<file path="config.mk">
export PLATFORM = sky130hd
export DESIGN_NAME = disp_scroller
export DESIGN_NICKNAME = d
export VERILOG_FILES = /design/src/rtl/disp_scroller.sv
export SDC_FILE = /design/constraint.sdc
export NUM_CORES = 1
export LEC_CHECK = 0
export CAP_MARGIN = 20
export CORE_ASPECT_RATIO = 1.5
export CORE_MARGIN = 2
export CORE_UTILIZATION = 47
export CTS_BUF_LIST = sky130_fd_sc_hd__clkbuf_8
export CTS_CLUSTER_DIAMETER = 40
export DETAILED_ROUTE_END_ITERATION = 10
export PLACE_DENSITY = 0.65
export SYNTH_ARGS = -nofsm -noshare
export SYNTH_HDL_FRONTEND = slang
export SYNTH_SLANG_ARGS = --single-unit
</file>
<file path="constraint.sdc">
create_clock -name clk -period 7.5 [get_ports clk]
set_input_delay 1.5 -clock clk [delete_from_list [all_inputs] [get_ports clk]]
set_output_delay 1.5 -clock clk [all_outputs]
set_load 0.01 [all_outputs]
</file>
<file path="src/rtl/disp_scroller.sv">
// Scrolls a 4-nibble window across a circular hex message buffer and drives the
// 16-bit value input of the 4x7 segment controller.
module disp_scroller #(
  parameter int unsigned MSG_LEN  = 16,
  parameter int unsigned TICK_DIV = 25000000
) (
  input  logic        clk,
  input  logic        rst_n,
  input  logic        wr_en,
  input  logic [3:0]  wr_addr,
  input  logic [3:0]  wr_data,
  input  logic        start,
  input  logic [4:0]  len_in,
  input  logic        stop,
  input  logic        hold,
  output logic [15:0] disp_val,
  output logic        busy,
  output logic        wrap,
  output logic        err
);

  localparam int unsigned TICK_W = (TICK_DIV > 1) ? $clog2(TICK_DIV) : 1;
  localparam int unsigned POS_W  = 4;
  localparam int unsigned LEN_W  = 5;
  localparam int unsigned VAL_W  = 16;
  localparam int unsigned DEPTH  = 16;

  typedef enum logic [1:0] {IDLE, RUN, PAUSE} state_t;

  state_t             state_q, state_d;
  logic [POS_W-1:0]   pos_q, pos_d;
  logic [TICK_W-1:0]  tick_q, tick_d;
  logic [LEN_W-1:0]   len_q, len_d;
  logic [VAL_W-1:0]   disp_d;
  logic               busy_d, wrap_d, err_d;
  logic [3:0]         msg_q [DEPTH];
  logic               len_ok, tick_last;
  logic [LEN_W-1:0]   pos_inc;

  // Window of four consecutive nibbles starting at p, wrapping modulo l.
  function automatic logic [VAL_W-1:0] window(input logic [POS_W-1:0] p,
                                              input logic [LEN_W-1:0] l);
    logic [LEN_W-1:0] idx;
    logic [VAL_W-1:0] w;
    w = '0;
    for (int k = 0; k < 4; k++) begin
      idx = LEN_W'(p) + LEN_W'(k);
      if (idx >= l) idx = idx - l;
      w[VAL_W-1-4*k -: 4] = msg_q[idx[POS_W-1:0]];
    end
    return w;
  endfunction

  // Message buffer; contents survive reset.
  always_ff @(posedge clk) begin
    if (wr_en && (LEN_W'(wr_addr) < LEN_W'(MSG_LEN))) msg_q[wr_addr] <= wr_data;
  end

  assign len_ok    = (len_in >= LEN_W'(4)) && (len_in <= LEN_W'(MSG_LEN));
  assign tick_last = (tick_q == TICK_W'(TICK_DIV - 1));
  assign pos_inc   = LEN_W'(pos_q) + LEN_W'(1);

  // Priority: stop, then start, then hold/scroll.
  always_comb begin
    state_d = state_q;
    pos_d   = pos_q;
    tick_d  = tick_q;
    len_d   = len_q;
    disp_d  = disp_val;
    wrap_d  = 1'b0;
    err_d   = 1'b0;
    busy_d  = 1'b0;

    if (stop) begin
      state_d = IDLE;
      pos_d   = '0;
      tick_d  = '0;
      disp_d  = '0;
    end else if (start) begin
      if (len_ok) begin
        state_d = RUN;
        pos_d   = '0;
        tick_d  = '0;
        len_d   = len_in;
        disp_d  = window(POS_W'(0), len_in);
      end else begin
        err_d = 1'b1;
      end
    end else if (state_q != IDLE) begin
      if (hold) begin
        state_d = PAUSE;
      end else begin
        state_d = RUN;
        if (tick_last) begin
          tick_d = '0;
          pos_d  = (pos_inc == len_q) ? '0 : pos_inc[POS_W-1:0];
          disp_d = window(pos_d, len_q);
          wrap_d = (pos_inc == len_q);
        end else begin
          tick_d = tick_q + TICK_W'(1);
        end
      end
    end

    busy_d = (state_d != IDLE);
  end

  always_ff @(posedge clk or negedge rst_n) begin
    if (!rst_n) begin
      state_q  <= IDLE;
      pos_q    <= '0;
      tick_q   <= '0;
      len_q    <= LEN_W'(4);
      disp_val <= '0;
      busy     <= 1'b0;
      wrap     <= 1'b0;
      err      <= 1'b0;
    end else begin
      state_q  <= state_d;
      pos_q    <= pos_d;
      tick_q   <= tick_d;
      len_q    <= len_d;
      disp_val <= disp_d;
      busy     <= busy_d;
      wrap     <= wrap_d;
      err      <= err_d;
    end
  end

endmodule

</file>
== Word-level counts from Yosys, hierarchy flattened ==
Memory sizes are Yosys's and may differ from the RTL's.
Cells that the tools add are included.

* Flip-flop bits (word level): 55
* Memories kept: 1
* Word-level logic and storage cells: 119
* RAM bits: 64
* Input port bits: 19

{| class="wikitable"
|+ Memory list
! name !! words !! width !! read ports !! clocked after Yosys merged registers in !! write ports !! line !! source
|-
| msg_q || 16 || 4 || 8 || 0 || 1 || 36 || <nowiki>logic [3:0] msg_q [DEPTH];</nowiki>
|}

* $add $sub $neg: 13
* Reductions and logical operators: 8
* Magnitude comparators: 10
* Bitwise gates (word level): 1
* Multiplexer cells: 74
* Equality and inequality tests: 4

{| class="wikitable"
|+ Operator list
! operator !! number
|-
| two-way mux 4 bit || 47
|-
| two-way mux 25 bit || 6
|-
| two-way mux 16 bit || 6
|-
| adder 25 x 1 -> 25 bit (second input constant) || 1
|-
| == test 25 bit (second input constant) || 1
|-
| subtractor 4 bit || 4
|-
| >= comparator 5 bit || 3
|-
| adder 4 x 1 -> 5 bit (second input constant) || 2
|-
| adder 4 x 2 -> 5 bit (second input constant) || 2
|-
| >= comparator 1 x 5 -> 1 bit (first input constant) || 2
|-
| >= comparator 2 x 5 -> 1 bit (first input constant) || 2
|-
| two-way mux 1 bit || 10
|-
| two-way mux 2 bit || 5
|-
| subtractor 1 x 4 -> 4 bit (first input constant) || 2
|-
| subtractor 2 x 4 -> 4 bit (first input constant) || 2
|-
| AND reduction 3 bit || 2
|-
| nonzero test 3 bit || 2
|-
| == test 5 bit || 1
|-
| >= comparator 4 x 5 -> 1 bit || 1
|-
| >= comparator 5 x 3 -> 1 bit (second input constant) || 1
|-
| <= comparator 5 bit (second input constant) || 1
|-
| AND reduction 4 bit || 1
|-
| nonzero test 2 bit || 2
|-
| inequality test 3 x 1 -> 1 bit (second input constant) || 1
|-
| other kinds (3) || 3
|}

== Depth between registers and ports, before layout ==
An unclocked memory read counts as a cell.

* Depth in word-level cells: 17
* Mapped depth: 22
* Mapped depth without buffers: 20

== Worst setup path before layout ==
OpenSTA, ideal clock, no wires.

* Path kind: reg2reg
* From: register pos_q[0]
* To: register disp_val[10]
* Arrival: 5.097 ns
* Setup time: 0.121 ns
* Path buffers: 2
* Period minus slack after synthesis: 5.218 ns
* Required time: 7.379 ns
* Cell stages (with the launch flop): 21
* Slack: 2.282 ns
* Cell sequence: dfrtp_1 ha_1 xor2_1 a211oi_2 nand2_1 o21ai_1 inv_1 ha_1 xnor2_1 inv_1 ha_1 a21o_1 a31oi_1 o21ai_2 mux2i_2 buf_2 buf_4 mux2_2 o211ai_1 a21oi_1 o22a_1

* Word-level cells in the longest chain between the ends: 17
* Elaborated cells between the ends (all ways): 18

{| class="wikitable"
|+ Ends and longest elaborated chain
! element !! line !! source
|-
| from (decl) || 31 || <nowiki>logic [POS_W-1:0] pos_q, pos_d;</nowiki>
|-
| from (signal assigned) || 120 || <nowiki>pos_q <= pos_d;</nowiki>
|-
| adder 4 x 1 -> 5 bit * || 61 || <nowiki>assign pos_inc = LEN_W'(pos_q) + LEN_W'(1);</nowiki>
|-
| == test 5 bit || 96 || <nowiki>pos_d = (pos_inc == len_q) ? '0 : pos_inc[POS_W-1:0];</nowiki>
|-
| two-way mux 4 bit * || 96 ||
|-
| adder 4 x 1 -> 5 bit * || 47 || <nowiki>idx = LEN_W'(p) + LEN_W'(k);</nowiki>
|-
| subtractor 4 bit or >= comparator 5 bit (tied branches) || 48 || <nowiki>if (idx >= l) idx = idx - l;</nowiki>
|-
| two-way mux 4 bit * || 48 ||
|-
| two-way mux 4 bit * || 94 || <nowiki>if (tick_last) begin</nowiki>
|-
| two-way mux 4 bit * || 90 || <nowiki>if (hold) begin</nowiki>
|-
| two-way mux 4 bit * || 89 || <nowiki>end else if (state_q != IDLE) begin</nowiki>
|-
| two-way mux 4 bit * || 79 || <nowiki>end else if (start) begin</nowiki>
|-
| two-way mux 4 bit * || 74 || <nowiki>if (stop) begin</nowiki>
|-
| memory read (16 x 4 bit) * || n/a ||
|-
| two-way mux 16 bit * || 94 ||
|-
| two-way mux 16 bit * || 90 ||
|-
| two-way mux 16 bit * || 89 ||
|-
| two-way mux 16 bit * || 79 ||
|-
| two-way mux 16 bit * || 74 ||
|-
| to (signal assigned) || 123 || <nowiki>disp_val <= disp_d;</nowiki>
|-
| to (decl) || 16 || <nowiki>output logic [15:0] disp_val,</nowiki>
|}

Mark *: on every way between the ends. The rest lies on a longest branch, timed or not. The select of a mux whose other input is x is not followed.
A chain may end at the register's enable or synchronous reset.

== Worst setup path in the final report ==
* From: register pos_q[0]
* To: register disp_val[2]

* Word-level cells in the longest chain between the ends: 17
* Elaborated cells between the ends (all ways): 18

{| class="wikitable"
|+ Ends and longest elaborated chain
! element !! line
|-
| adder 4 x 1 -> 5 bit * || 61
|-
| == test 5 bit || 96
|-
| two-way mux 4 bit * || 96
|-
| adder 4 x 2 -> 5 bit * || 47
|-
| subtractor 4 bit or >= comparator 5 bit (tied branches) || 48
|-
| two-way mux 4 bit * || 48
|-
| two-way mux 4 bit * || 94
|-
| two-way mux 4 bit * || 90
|-
| two-way mux 4 bit * || 89
|-
| two-way mux 4 bit * || 79
|-
| two-way mux 4 bit * || 74
|-
| memory read (16 x 4 bit) * || n/a
|-
| two-way mux 16 bit * || 94
|-
| two-way mux 16 bit * || 90
|-
| two-way mux 16 bit * || 89
|-
| two-way mux 16 bit * || 79
|-
| two-way mux 16 bit * || 74
|}

Marks and branches as above.

==> qor.txt <==
Clk buf depth = 2
Initial Util = 0.4740
Fin crit share = 0.7701
Commonest cells after routing, fill and taps aside = mux2i_1 (159), nor2_1 (73), edfxtp_1 (64), a21oi_1 (60), nand2_1 (59)
Worst setup startpoint = pos_q[0]
Syn nets = 1,074
Die H = 184.6 microns
Hold Slack = 519.7 ps
Worst R2R Start = pos_q[0]
Final setup violation count = 0
CP max FO = 18
Synth Flop Type = edfxtp_1
Internal cell power = 1.856 mW
Multi-input logic area = 6621 sq um
Ant diodes = 0
Crit-path cells = ha_1 > xor2_1 > a211oi_2 > nand2_1 > o21ai_1 > buf_4 > inv_1 > ha_1 > or3_1 > and2_1 > ha_1 > nand2_1 > o21ai_1 > mux2i_4 > buf_4 > mux2i_1 > mux2i_1 > mux2i_1 > mux2_2 > o21ai_1
Max-Cap Viols = 0
Vias/cell = 7.047
Maximum vdd ir drop = 180.7 uV
Worst Skew = 15.32 ps
Synth unique cells = 76
Vias in the first global route = 9,020
Lkg Pwr = 4.576 nW
RSZ-0062 raised after global routing = false
Total gr overflow = 0
Root buf cell = clkbuf_8
DRT iter0 DRCs = 1,142
Switching share of total power = 0.4062
Sequential fraction of the synthesis area = 0.3230
Termination of the worst setup path = disp_val[2]
Cell count after synthesis = 1,021
Final wirelength = 37.46 mm
Port bufs = 37
Post-cts sizing count = 0
Slew headroom = 0.2928
Final Critical Period = 5775 ps
DR vias = 9,351
PD cells = 275.7 nW/um^2
CP peak stage delay = 810 ps
Fmax = 0.1731 GHz
R2R Setup Slk = 1720 ps
Post-synth EDFFs = 64
Dpl cell area = 10,880 sq um
Status = completed
Initial antenna violation count = 0
Global-route wire length before repair = 55.39 mm
Yosys reg bits = 119
Remaining antenna violation count = 0
Mean post-synth cell area = 10.01 sq um
Largest net degree at the start of global routing = 56
Row count = 66
Reg2reg path depth = 20
Worst Max-Slew Pin Slew = 1060 ps
Number of cells on the critical path = 20
Fin. max-slew vios = 0
Critical Path RT = 7900 ps
Wirelength per Cell = 28.23 microns
Num CTS Buffers = 17
Commonest non-fill, non-tap cell in the layout = mux2i_1
Crit-path leading delay family = multiplexers
GPL Wtd Cong = 1.008
CP bufs+invs = 3
Total of fill cells in the finished design = 1,986
DRC viols = 0
CP arrival = 6170 ps
DP Wirelength = 25.71 mm
Setup CP Type = reg2reg
Power share of the clock group = 0.196
Setup TNS = 0 ps
Post-CTS Setup Inserts = 0
GRT Total Usage = 0.3268
# clock sinks = 119
Slowest CP cell = mux2i_4
Synth Warn # = 0
Hold crit path type = reg2reg
Worst Setup Start Kind = flip-flop
CTS tree = yes
Synth async-reset ratio = 0.4622
Share of layout cells above drive strength 1 = 0.1365
DRT Pass-1 Iters = 5
Clk slew on worst S/H paths = 90 ps
Core region area = 21,550 sq um
Mapped Area = 10,220 sq um
Combinational Power Share = 0.549
Layout Area Growth over Synthesis = 10.97%
Top Ports = 38
# hold bufs at CTS = 0
Worst setup EP type = flip-flop
Switch Pwr = 1.270 mW
H-tree levels = 4
Nets = 1,095
Register Area = 3299 sq um
Die W = 124.4 microns
R2r endpoint = disp_val[2]
Final instance area = 11,340 sq um
Worst skew pair latency = 470 ps
Final Hold Violating Endpoints = 0
Pwr Total = 3.126 mW
Share of total power in sequential cells = 0.255
Die area = 22,960 sq um
==> worst reg2reg max path: stages (launching register included) <==
cell	delay, ps
dfrtp_1	490
ha_1	410
xor2_1	210
a211oi_2	340
nand2_1	180
o21ai_1	160
buf_4	180
inv_1	110
ha_1	300
or3_1	460
and2_1	170
ha_1	300
nand2_1	60
o21ai_1	350
mux2i_4	810
buf_4	400
mux2i_1	120
mux2i_1	150
mux2i_1	80
mux2_2	290
o21ai_1	140
==> metrics by stage <==
stage / util / instances / setup WS, ps
after floorplan: - / 1021 / 2282
after global placement: 0.5049 / 1293 / 1802
after detailed placement: 0.5049 / 1293 / 1696
after CTS: 0.5235 / 1325 / 1679
after global routing: 0.5260 / 1327 / 1390
final: 0.5260 / 1327 / 1725
==> routing by layer <==
| layer | wire (microns) | GRT usage | vias to the layer above |
|---|---|---|---|
| li1 | - | - | 4012 |
| met1 | 13140 | 0.3649 | 4501 |
| met2 | 17700 | 0.5425 | 620 |
| met3 | 3620 | 0.08389 | 218 |
| met4 | 2994 | 0.2346 | 0 |
| met5 | 0 | 0 | - |
==> synthesized netlist by cell type, types with 19 or more instances <==
cell type | n | area [sq um]
a22oi_1 | 23 | 172.7
xnor2_1 | 20 | 175.2
inv_1 | 29 | 108.9
a21oi_1 | 63 | 315.3
nor2_1 | 73 | 274.0
nor3_1 | 19 | 95.09
o21ai_0 | 34 | 170.2
mux2i_1 | 162 | 1622
dfrtp_1 | 54 | 1351
ha_1 | 30 | 375.4
nand2_1 | 59 | 221.5
edfxtp_1 | 64 | 1922
nand3_1 | 29 | 145.1
mux2_2 | 26 | 292.8
a211oi_1 | 40 | 300.3
clkbuf_1 | 29 | 108.9
mux4_2 | 31 | 698.2
==> power groups by stage <==
stage	Sequential, mW	Clock, mW	Combinational, mW
floorplan	0.786	0	1.28
global placement	0.805	0	1.63
detailed placement	0.805	0	1.65
CTS	0.792	0.620	1.65
global route	0.799	0.649	1.83
finish	0.797	0.612	1.72
==> sequential cells by signal (all words and copies together) (netlist names) <==
signal / count
state_q: 2
msg_q: 64
pos_q: 4
disp_val: 16
wrap: 1
tick_q: 25
len_q: 5
err: 1
busy: 1
==> worst min path at each step <==
stage                     depth (start not counted)  slack (ps)         end  startpoint
after detailed placement                          1         490  tick_q[12]  tick_q[12]
after global routing                              1         540  tick_q[12]  tick_q[12]
after CTS                                         1         510  tick_q[12]  tick_q[12]
after floorplan                                   1         460   tick_q[8]   tick_q[8]
final                                             1         520  tick_q[12]  tick_q[12]
after global placement                            1         490  tick_q[12]  tick_q[12]
==> cells by family (layout without fill, tap and decap cells) <==
logic type,after synthesis,in the layout,share of synthesized area
xor gates and xnor gates,33,33,0.02964
adders and majority gates,34,34,0.04458
and+or+nand+nor,248,248,0.1177
buffers and inverters,86,120,0.03527
AOI/OAI and AO/OA,279,279,0.1898
muxes,222,222,0.2600
DFF,119,119,0.3230
==> final cells by class <==
| type | instances | area share |
|---|---|---|
| multi-input cells | 816 | 0.5840 |
| clock inverters | 13 | 0.01225 |
| well taps | 272 | 0.03002 |
| repair buffers | 58 | 0.04966 |
| inverters | 30 | 0.009933 |
| clock buffers | 19 | 0.02307 |
| flip-flops and latches | 119 | 0.2910 |
(Power assumes the default switching activity.)
